### src/rtl/prbs31_sat_cnt16.sv
// prbs31_sat_cnt16: 16-bit saturating
// error counter with synchronous clear.
module prbs31_sat_cnt16 (
  input  logic        clk,
  input  logic        rst_n,
  input  logic        clr,
  input  logic        inc,
  output logic [15:0] cnt,
  output logic        sat
);

  assign sat = &cnt;

  // clear wins over a same-edge increment
  always_ff @(posedge clk or negedge rst_n) begin
    if (!rst_n) begin
      cnt <= '0;
    end else if (clr) begin
      cnt <= '0;
    end else if (inc && !sat) begin
      cnt <= cnt + 16'd1;
    end
  end

endmodule

### config.mk
export PLATFORM = sky130hd
export DESIGN_NAME = prbs31_sat_cnt16
export DESIGN_NICKNAME = d
export VERILOG_FILES = /design/src/rtl/prbs31_sat_cnt16.sv
export SDC_FILE = /design/constraint.sdc
export NUM_CORES = 1
export LEC_CHECK = 0
export CAP_MARGIN = 30
export CORE_UTILIZATION = 40
export DETAILED_ROUTE_END_ITERATION = 10
export PLACE_DENSITY = 0.8
export SLEW_MARGIN = 20
export SYNTH_ARGS = -nofsm -noshare
export SYNTH_HDL_FRONTEND = slang
export SYNTH_SLANG_ARGS = --single-unit
### constraint.sdc
create_clock -name clk -period 1.7 [get_ports clk]
set_input_delay 0.34 -clock clk [delete_from_list [all_inputs] [get_ports clk]]
set_output_delay 0.34 -clock clk [all_outputs]
set_load 0.02 [all_outputs]
==> flow_metrics.py, run 1 <==
metrics = {
    "logic_synthesis": {
        "ys_seq_area_share_pct": 44.3,
        "synth.top_cell.area_share_pct": 44.3,
        "async_flop_share_pct": 100,
        "yosysWarningCount": 0,
        "syn_avg_cell_area_um2": 10.2,
        "synth_edf_count": 0,
        "syn_area_um2": 903,
        "yosysUniqueCellTypes": 35,
        "synthCells": 89,
        "synth-seq-cells": 16,
        "synth_area_leaders": "dfrtp_1 44%, nor2_1 5.0%, a21oi_1 3.9%",
        "synth_nets": 94,
        "synth_ff_type": "dfrtp_1",
        "yosys.area.top_type": "dfrtp_1",
    },
    "outcome": {
        "violations": "negative setup slack",
        "outcome": "complete, but fails checks",
    },
    "finish": {
        "postLayoutCoreUtil_pct": 72.1,
        "design_area_um2": 1470,
        "largest_register_ffs": 16,
        "regArea_um2": 405,
        "antenna_cells": 0,
        "syn2layout_area_growth_pct": 63.0,
        "fin_nets": 152,
        "fill_cells": 163,
        "stdcell_count": 173,
        "largest-register": "cnt",
        "drive_above_1_share_pct": 41.8,
        "multi_input_area_um2": 546,
        "top_regs": "cnt (16)",
    },
    "sta": {
        "finalSetupViolCount": 2,
        "fmaxAchievable_mhz": 578,
        "finClkSkew_ns": 0.00350,
        "rsz0062_at_grt": "true",
        "drv_slew": 0,
        "layout_min_cycle_time_ns": 1.73,
        "tightest_slew_ns": 0.416,
        "fin_setup_tns_ns": -0.0309,
        "hold_violations": 0,
        "relSlewSlack_pct": 72.2,
        "fin_ws_ns": -0.0306,
        "holdWs_ns": 0.346,
        "min_period_over_period_pct": 102,
    },
    "pwr": {
        "power_frac_seq_pct": 54.2,
        "power_frac_clock_pct": 36.1,
        "power_density_nw_per_um2": 491,
        "total_power_uw": 723,
        "swShare_pct": 24.1,
        "leakage_nw": 0.731,
        "combPwrFrac_pct": 9.7,
        "power.switching_uw": 174,
        "ir_drop_uv": 578,
        "intPower_uw": 548,
    },
    "drt": {
        "drt_pass1_iterations": 4,
        "via_per_inst": 5.46,
        "drt_wl_total_um": 2660,
        "drc": 0,
        "wire_per_inst_um": 15.4,
        "drtIter0Drc": 11,
        "ant_nets": 0,
        "vias": 945,
    },
    "worst_setup_path": {
        "critPathKind": "flop to primary output",
        "crit_arrival_ns": 1.39,
        "critPathCaptureType": "primary output",
        "crit_fanout": 2,
        "crit_required_ns": 1.36,
        "start_kind": "flop",
    },
    "clock_tree": {
        "clk_latency_ns": 0.30,
        "cts_made_buffers": 3,
        "cts_tree": "done",
        "clk_path_buf_depth": 2,
        "h-tree-depth": 1,
        "clockRootBuffer": "clkbuf_4",
        "clk_pin_slew_worst_paths_ns": 0.10,
        "cts.sinks": 16,
        "cts_hold_buf": 0,
    },
    "global_route": {
        "grt_pass1_wl_um": 4260,
        "grt_pass1_vias": 941,
        "grt_overflow": 0,
        "grt.total_usage_pct": 23.0,
        "antenna_found_initial": 0,
        "grt_max_degree": 17,
    },
    "worst_hold_path": {
        "hold_class": "input pin to asynchronous set/reset pin",
    },
    "die": {
        "start_util_pct": 44.2,
        "die_w_um": 49.5,
        "core_area_um2": 2040,
        "die-area_um2": 2450,
        "io_pins": 21,
        "rows": 16,
        "dieHeight_um": 49.5,
    },
    "job": {
        "cap_violations": 0,
    },
    "placed_design": {
        "placed_cells": 165,
        "gp_congestion": 0.874,
        "pre_cts_slack_ns": -0.306,
        "dp_hpwl_um": 1970,
        "place.port_buffers": 20,
        "placed_area_um2": 1390,
    },
}
synthesized netlist by cell type (3+ instances only):
| cell | n |
|---|---|
| nand2_1 | 3 |
| nor3_1 | 4 |
| nor2_1 | 12 |
| nand3_1 | 4 |
| inv_1 | 3 |
| nand4_1 | 3 |
| a21oi_1 | 7 |
| dfrtp_1 | 16 |
| nor2b_1 | 3 |
what timing repair did:
action / in CTS / in global routing
gates resized for setup: 21 / 7
setup endpoints to repair: 17 / 10
pin swaps: 3 / 3
buffers inserted: 0 / 4
path summary, 6_finish.rpt:
path | startpoint | endpoint | slack (ns) | cells after the start
max in group asynchronous | rst_n | cnt[4] | 1.16 | 2
hold / removal | rst_n | cnt[2] | 0.35 | 2
min in group clk | cnt[13] | cnt[13] | 0.62 | 2
setup reg to reg | cnt[0] | cnt[10] | 0 | 6
setup / recovery | cnt[0] | sat | -0.03 | 4
hold reg to reg | cnt[13] | cnt[13] | 0.62 | 2
power groups by stage:
stage,logic [mW],clock network (mW),registers [mW]
6_report,0.0703,0.261,0.391
5_1_grt,0.0763,0.274,0.392
4_1_cts,0.0711,0.261,0.391
3_5_place_dp,0.0745,0,0.399
3_3_place_gp,0.0721,0,0.398
2_1_floorplan,0.0201,0,0.408
logic make-up after synthesis:
| family | share of synthesized area (%) |
|---|---|
| and+or+nand+nor | 28.3 |
| AOI/OAI and AO/OA | 17.2 |
| DFF | 44.3 |
| buffers and inverters | 2.08 |
| muxes | 4.85 |
| xor gates and xnor gates | 1.94 |
| adders and majority gates | 1.38 |
layout by cell type (no fill, tap or decap), drive strengths merged:
cell type	synthesis	routed
buf	0	36
o21a	1	1
nand2	3	3
mux2	3	3
dlygate4sd2	0	16
nand4	5	5
or2	1	1
clkdlybuf4s50	0	3
ha	1	1
nand3	4	4
nor2	12	12
o31ai	2	2
o31a	1	1
mux2i	1	1
dfrtp	16	16
and2	1	1
a211oi	2	2
or4	2	2
o41ai	2	2
a41oi	1	1
a21oi	7	7
nor2b	3	3
and3	1	1
nor3	4	4
inv	3	3
xor2	1	1
and4	2	2
nor4	2	2
xnor2	1	1
a31oi	1	1
clkbuf	2	4
a311oi	3	3
nor4b	1	1
layer usage:
metal	routed length, µm	part of all wire, %	global-route usage [%]	up-vias
li1	-	-	-	456
met5	0	0	0	-
met4	40	1.5	8.57	0
met3	119	4.5	4.01	4
met2	1420	53	41.4	32
met1	1080	41	26.9	453
final cells by class:
type,instances,share of cell area [%]
Clock buffer,4,2.46
Inverter,3,0.765
Multi-Input combinational cell,68,37.0
Sequential cell,16,27.5
Tap cell,27,2.29
Timing Repair Buffer,55,29.9
critical path, stage by stage (launching register included):
cell	delay, ns
dfrtp_2	0.40
ha_4	0.14
nand4_1	0.15
nor4_4	0.21
buf_4	0.20
Note: power is estimated with default switching activity, not from simulation.
==> run 2: changes to the inputs <==
- CORE_UTILIZATION: 40 -> 25
- PLACE_DENSITY: 0.8 -> 0.58
==> run 2 against run 1 <==
  * The flow still finishes with violations (negative setup slack)
  * Hold slack improved by 0.019 ns
  * Global-route usage fell by 8.7 points
  * Clock skew up 0.0026 ns
  * Count of clock-buffer cells in the layout stayed put
  * Cell count rose by 9.8%
  * Utilization down 29 points
  * Setup slack worse by 0.0064 ns
  * Non-clock buffer count shrank 2
  * First-iteration DRC count increased by 130%
  * Combinational power rose by 3.4%
  * Register-to-register slack improved by 0.05 ns
  * Critical endpoint unchanged
  * Largest power group unchanged
==> flow_metrics.py, run 2 (synthesis gave the netlist of run 1 again) <==
metrics = {
    "die": {
        "die_w_um": 62.1,
        "core_area_um2": 3390,
        "rows": 21,
        "dieHeight_um": 62.1,
        "io_pins": 21,
        "die-area_um2": 3860,
        "start_util_pct": 26.7,
    },
    "placed_design": {
        "placed_area_um2": 1410,
        "pre_cts_slack_ns": -0.315,
        "dp_hpwl_um": 1930,
        "place.port_buffers": 20,
        "gp_congestion": 0.790,
        "placed_cells": 184,
    },
    "global_route": {
        "antenna_found_initial": 0,
        "grt_pass1_wl_um": 4340,
        "grt_overflow": 0,
        "grt_max_degree": 17,
        "grt_pass1_vias": 948,
        "grt.total_usage_pct": 14.3,
    },
    "drt": {
        "vias": 900,
        "ant_nets": 0,
        "drt_wl_total_um": 2500,
        "via_per_inst": 4.74,
        "drtIter0Drc": 25,
        "drt_pass1_iterations": 4,
        "wire_per_inst_um": 13.2,
        "drc": 0,
    },
    "clock_tree": {
        "clk_latency_ns": 0.29,
        "clk_path_buf_depth": 2,
        "cts_hold_buf": 0,
        "h-tree-depth": 1,
        "cts_tree": "done",
        "cts_made_buffers": 3,
        "cts.sinks": 16,
        "clockRootBuffer": "clkbuf_4",
        "clk_pin_slew_worst_paths_ns": 0.09,
    },
    "sta": {
        "drv_slew": 0,
        "hold_violations": 0,
        "layout_min_cycle_time_ns": 1.74,
        "tightest_slew_ns": 0.421,
        "finClkSkew_ns": 0.00610,
        "min_period_over_period_pct": 102,
        "fin_setup_tns_ns": -0.0371,
        "fmaxAchievable_mhz": 576,
        "relSlewSlack_pct": 71.6,
        "finalSetupViolCount": 1,
        "fin_ws_ns": -0.0371,
        "rsz0062_at_grt": "true",
    },
    "job": {
        "cap_violations": 0,
    },
    "finish": {
        "top_regs": "cnt (16)",
        "mostFrequentLayoutCells": "32 x buf_4, 16 x dlygate4sd2_1, 12 x nor2_1, 12 x dfrtp_1, 6 x a21oi_1",
        "layout_commonest_cell": "buf_4",
        "drive_above_1_share_pct": 37.5,
        "largest-register": "cnt",
        "largest_register_ffs": 16,
        "syn2layout_area_growth_pct": 62.3,
        "stdcell_count": 190,
        "design_area_um2": 1470,
        "fin_nets": 150,
        "regArea_um2": 405,
        "multi_input_area_um2": 531,
        "antenna_cells": 0,
        "fill_cells": 339,
    },
    "worst_setup_path": {
        "r2r_end": "cnt[11]",
        "critPathCaptureType": "primary output",
        "crit_required_ns": 1.36,
        "crit_arrival_ns": 1.40,
        "crit_fanout": 2,
        "critPathKind": "flop to primary output",
        "crit_start": "cnt[1]",
        "start_kind": "flop",
        "reg2reg_slack_ns": 0.05,
        "r2r_cells": 5,
        "r2r-start": "cnt[7]",
    },
    "pwr": {
        "power_density_nw_per_um2": 460,
        "ir_drop_uv": 332,
        "total_power_uw": 674,
        "leakage_nw": 0.727,
    },
    "outcome": {
        "violations": "negative setup slack",
        "outcome": "complete, but fails checks",
    },
    "worst_hold_path": {
        "hold_class": "input pin to asynchronous set/reset pin",
    },
}
[run 2: cell type report]
cell class	instances	share of cell area (%)
clock buffers	4	1.79
repair buffers	53	29.7
multi-input cells	68	36.2
flip-flops and latches	16	27.6
well taps	46	3.92
inverters	3	0.768
[run 2: through the flow]
step,utilization [%],hold WS [ns]
after detailed placement,41.7,0.580
final,43.3,0.365
after global routing,43.3,0.391
after floorplan,-,0.0444
after CTS,41.8,0.358
after global placement,41.7,0.570
[run 2: worst max-delay path, cell delays in order, from the launching register on]
cell and delay (ns):
dfrtp_2 0.40, ha_4 0.13, nand4_1 0.15, nor4_4 0.23, buf_4 0.20
[run 2: worst max-delay path by stage]
stage                     slack (ns)  cells after the start  endpoint
final                          -0.04                      4       sat
after CTS                      -0.05                      4       sat
after floorplan                -0.12                      5    cnt[6]
after global routing           -0.12                      4       sat
after global placement         -0.27                      4       sat
after detailed placement       -0.32                      4       sat
[run 2: what timing repair did]
action,CTS,global route
resized for setup,21,7
hold endpoints to repair,0,0
endpoints found under the setup margin,17,6
pin swaps,2,1
buffers inserted,0,2
[run 2: routing by layer]
layer  up-vias  track usage, %  wire (µm)
li1        449               -          -
met1       421            18.1       1140
met5         -               0          0
met4         0            5.81         50
met2        23            22.3       1200
met3         7            4.78        110
[run 2: power breakdown]
part | internal, mW | switching, mW | leakage, nW
Combinational | 0.0315 | 0.0412 | 0.496
Sequential | 0.386 | 0.00498 | 0.216
Clock | 0.0913 | 0.119 | 0.0150
==> run 3: changes to the inputs <==
- CORE_UTILIZATION: 25 -> 35
- PLACE_DENSITY: 0.58 -> 0.73
==> run 3 against run 2 <==
  * The run now ends clean
  * Via count unchanged
  * Cell count down 9.5%
  * Combinational power decreased by 4.0%
  * Clock skew up 0.0025 ns
  * Design area fell by 2.6%
  * Largest power group unchanged
  * Sequential cell count unchanged
==> flow_metrics.py, run 3 (synthesis gave the netlist of run 1 again) <==
metrics = {
    "outcome": {
        "outcome": "finished clean",
    },
    "sta": {
        "finalSetupViolCount": 0,
        "tightest_slew_ns": 0.397,
        "layout_min_cycle_time_ns": 1.70,
        "finClkSkew_ns": 0.00862,
        "drv_slew": 0,
        "fmaxAchievable_mhz": 589,
        "holdWs_ns": 0.388,
        "fin_ws_ns": 0.00132,
        "rsz0062_at_grt": "true",
        "fin_setup_tns_ns": 0,
        "min_period_over_period_pct": 99.9,
        "relSlewSlack_pct": 73.3,
        "hold_violations": 0,
    },
    "global_route": {
        "grt_max_degree": 17,
        "grt_pass1_wl_um": 3980,
        "antenna_found_initial": 0,
        "grt.total_usage_pct": 19.7,
        "grt_pass1_vias": 855,
        "grt_overflow": 0,
    },
    "clock_tree": {
        "clockRootBuffer": "clkbuf_4",
        "cts_tree": "done",
        "clk_path_buf_depth": 2,
        "clk_pin_slew_worst_paths_ns": 0.11,
        "clk_latency_ns": 0.29,
        "h-tree-depth": 1,
        "cts_made_buffers": 3,
        "cts.sinks": 16,
    },
    "finish": {
        "largest_register_ffs": 16,
        "multi_input_area_um2": 520,
        "drive_above_1_share_pct": 36.6,
        "top_regs": "cnt (16)",
        "regArea_um2": 405,
        "syn2layout_area_growth_pct": 58.2,
        "fill_cells": 222,
        "antenna_cells": 0,
        "layout_commonest_cell": "buf_4",
        "mostFrequentLayoutCells": "31 x buf_4, 15 x dlygate4sd2_1, 12 x nor2_1, 12 x dfrtp_1, 6 x a21oi_1",
        "postLayoutCoreUtil_pct": 58.2,
        "largest-register": "cnt",
        "fin_nets": 148,
    },
    "pwr": {
        "intPower_uw": 548,
        "power.switching_uw": 171,
        "swShare_pct": 23.8,
        "ir_drop_uv": 383,
        "leakage_nw": 0.720,
        "power_frac_clock_pct": 35.8,
        "power_density_nw_per_um2": 503,
        "power_frac_seq_pct": 54.4,
        "combPwrFrac_pct": 9.7,
    },
    "die": {
        "rows": 18,
        "io_pins": 21,
        "die_w_um": 52.8,
        "start_util_pct": 36.8,
        "core_area_um2": 2450,
        "dieHeight_um": 52.8,
        "die-area_um2": 2790,
    },
    "job": {
        "cap_violations": 0,
    },
    "placed_design": {
        "pre_cts_slack_ns": -0.269,
        "place.port_buffers": 20,
        "dp_hpwl_um": 1810,
        "gp_congestion": 0.803,
    },
    "drt": {
        "drc": 0,
        "drt_pass1_iterations": 4,
        "ant_nets": 0,
        "vias": 900,
        "via_per_inst": 5.23,
        "drtIter0Drc": 22,
        "wire_per_inst_um": 14.5,
        "drt_wl_total_um": 2500,
    },
    "worst_setup_path": {
        "critPathMaxStageDelay_ns": 0.40,
        "cp_top_family": "flip-flops",
        "critPathCaptureType": "primary output",
        "start_kind": "flop",
        "crit_required_ns": 1.36,
        "path_cells": "ha_4 > nand4_1 > nor4_4 > buf_4",
        "crit_arrival_ns": 1.36,
        "critPathKind": "flop to primary output",
        "cp_slowest_cell": "dfrtp_2",
        "crit_buf_inv": 1,
        "crit_fanout": 2,
    },
    "worst_hold_path": {
        "hold_class": "input pin to asynchronous set/reset pin",
    },
}
-- run 3: changes by cell type in the layout (fill, tap and decap cells not counted) --
cell             previous run  this run
a311oi_2                    1         0
dlygate4sd2_1              16        15
nand4_2                     0         2
or4_1                       1         2
or4_4                       1         0
buf_6                       2         1
buf_4                      32        31
a311oi_4                    0         1
clkbuf_1                    1         0
clkbuf_8                    0         1
clkdlybuf4s50_1             2         3
nand4_4                     2         0
-- run 3: area by class of cell --
type,count,share of cell area (%)
flip-flops and latches,16,28.4
inverters,3,0.788
well taps,30,2.63
multi-input cells,68,36.4
clock buffers,4,2.54
repair buffers,51,29.2
-- run 3: what timing repair did --
item / in CTS / in global routing
buffers inserted: 0 / 1
endpoints found under the setup margin: 16 / 5
hold buffers: 0 / 0
hold endpoints to repair: 0 / 0
pin swaps: 2 / 3
resized for setup: 20 / 4
-- run 3: per-layer routing --
metal	vias up	part of all wire [%]	track usage [%]
met3	2	4.2	2.90
met4	0	0.52	5.70
met2	25	49	33.3
met1	428	46	25.7
met5	-	0	0
li1	445	-	-
-- run 3: final timing paths --
| path | startpoint | to | slack (ns) | depth (start not counted) |
|---|---|---|---|---|
| max in group asynchronous | rst_n | cnt[0] | 1.10 | 2 |
| hold reg to reg | cnt[6] | cnt[6] | 0.60 | 2 |
| min in group clk | cnt[6] | cnt[6] | 0.60 | 2 |
| hold / removal | rst_n | cnt[6] | 0.39 | 2 |
| setup reg to reg | cnt[1] | cnt[14] | 0.04 | 6 |
| setup / recovery | cnt[1] | sat | 0.001 | 4 |
-- run 3: stage by stage --
stage	instance area (µm²)	power [mW]	cells
2_1_floorplan	930	0.428	89
3_3_place_gp	1390	0.470	167
3_5_place_dp	1390	0.473	167
4_1_cts	1400	0.723	171
5_1_grt	1430	0.754	172
6_report	1430	0.718	172
-- run 3: power by group through the flow --
stage               Sequential [mW]  Clock [mW]  Combinational [mW]
CTS                           0.391       0.261              0.0709
floorplan                     0.408           0              0.0201
detailed placement            0.399           0              0.0740
global placement              0.398           0              0.0725
finish                        0.391       0.257              0.0698
global route                  0.392       0.285              0.0776
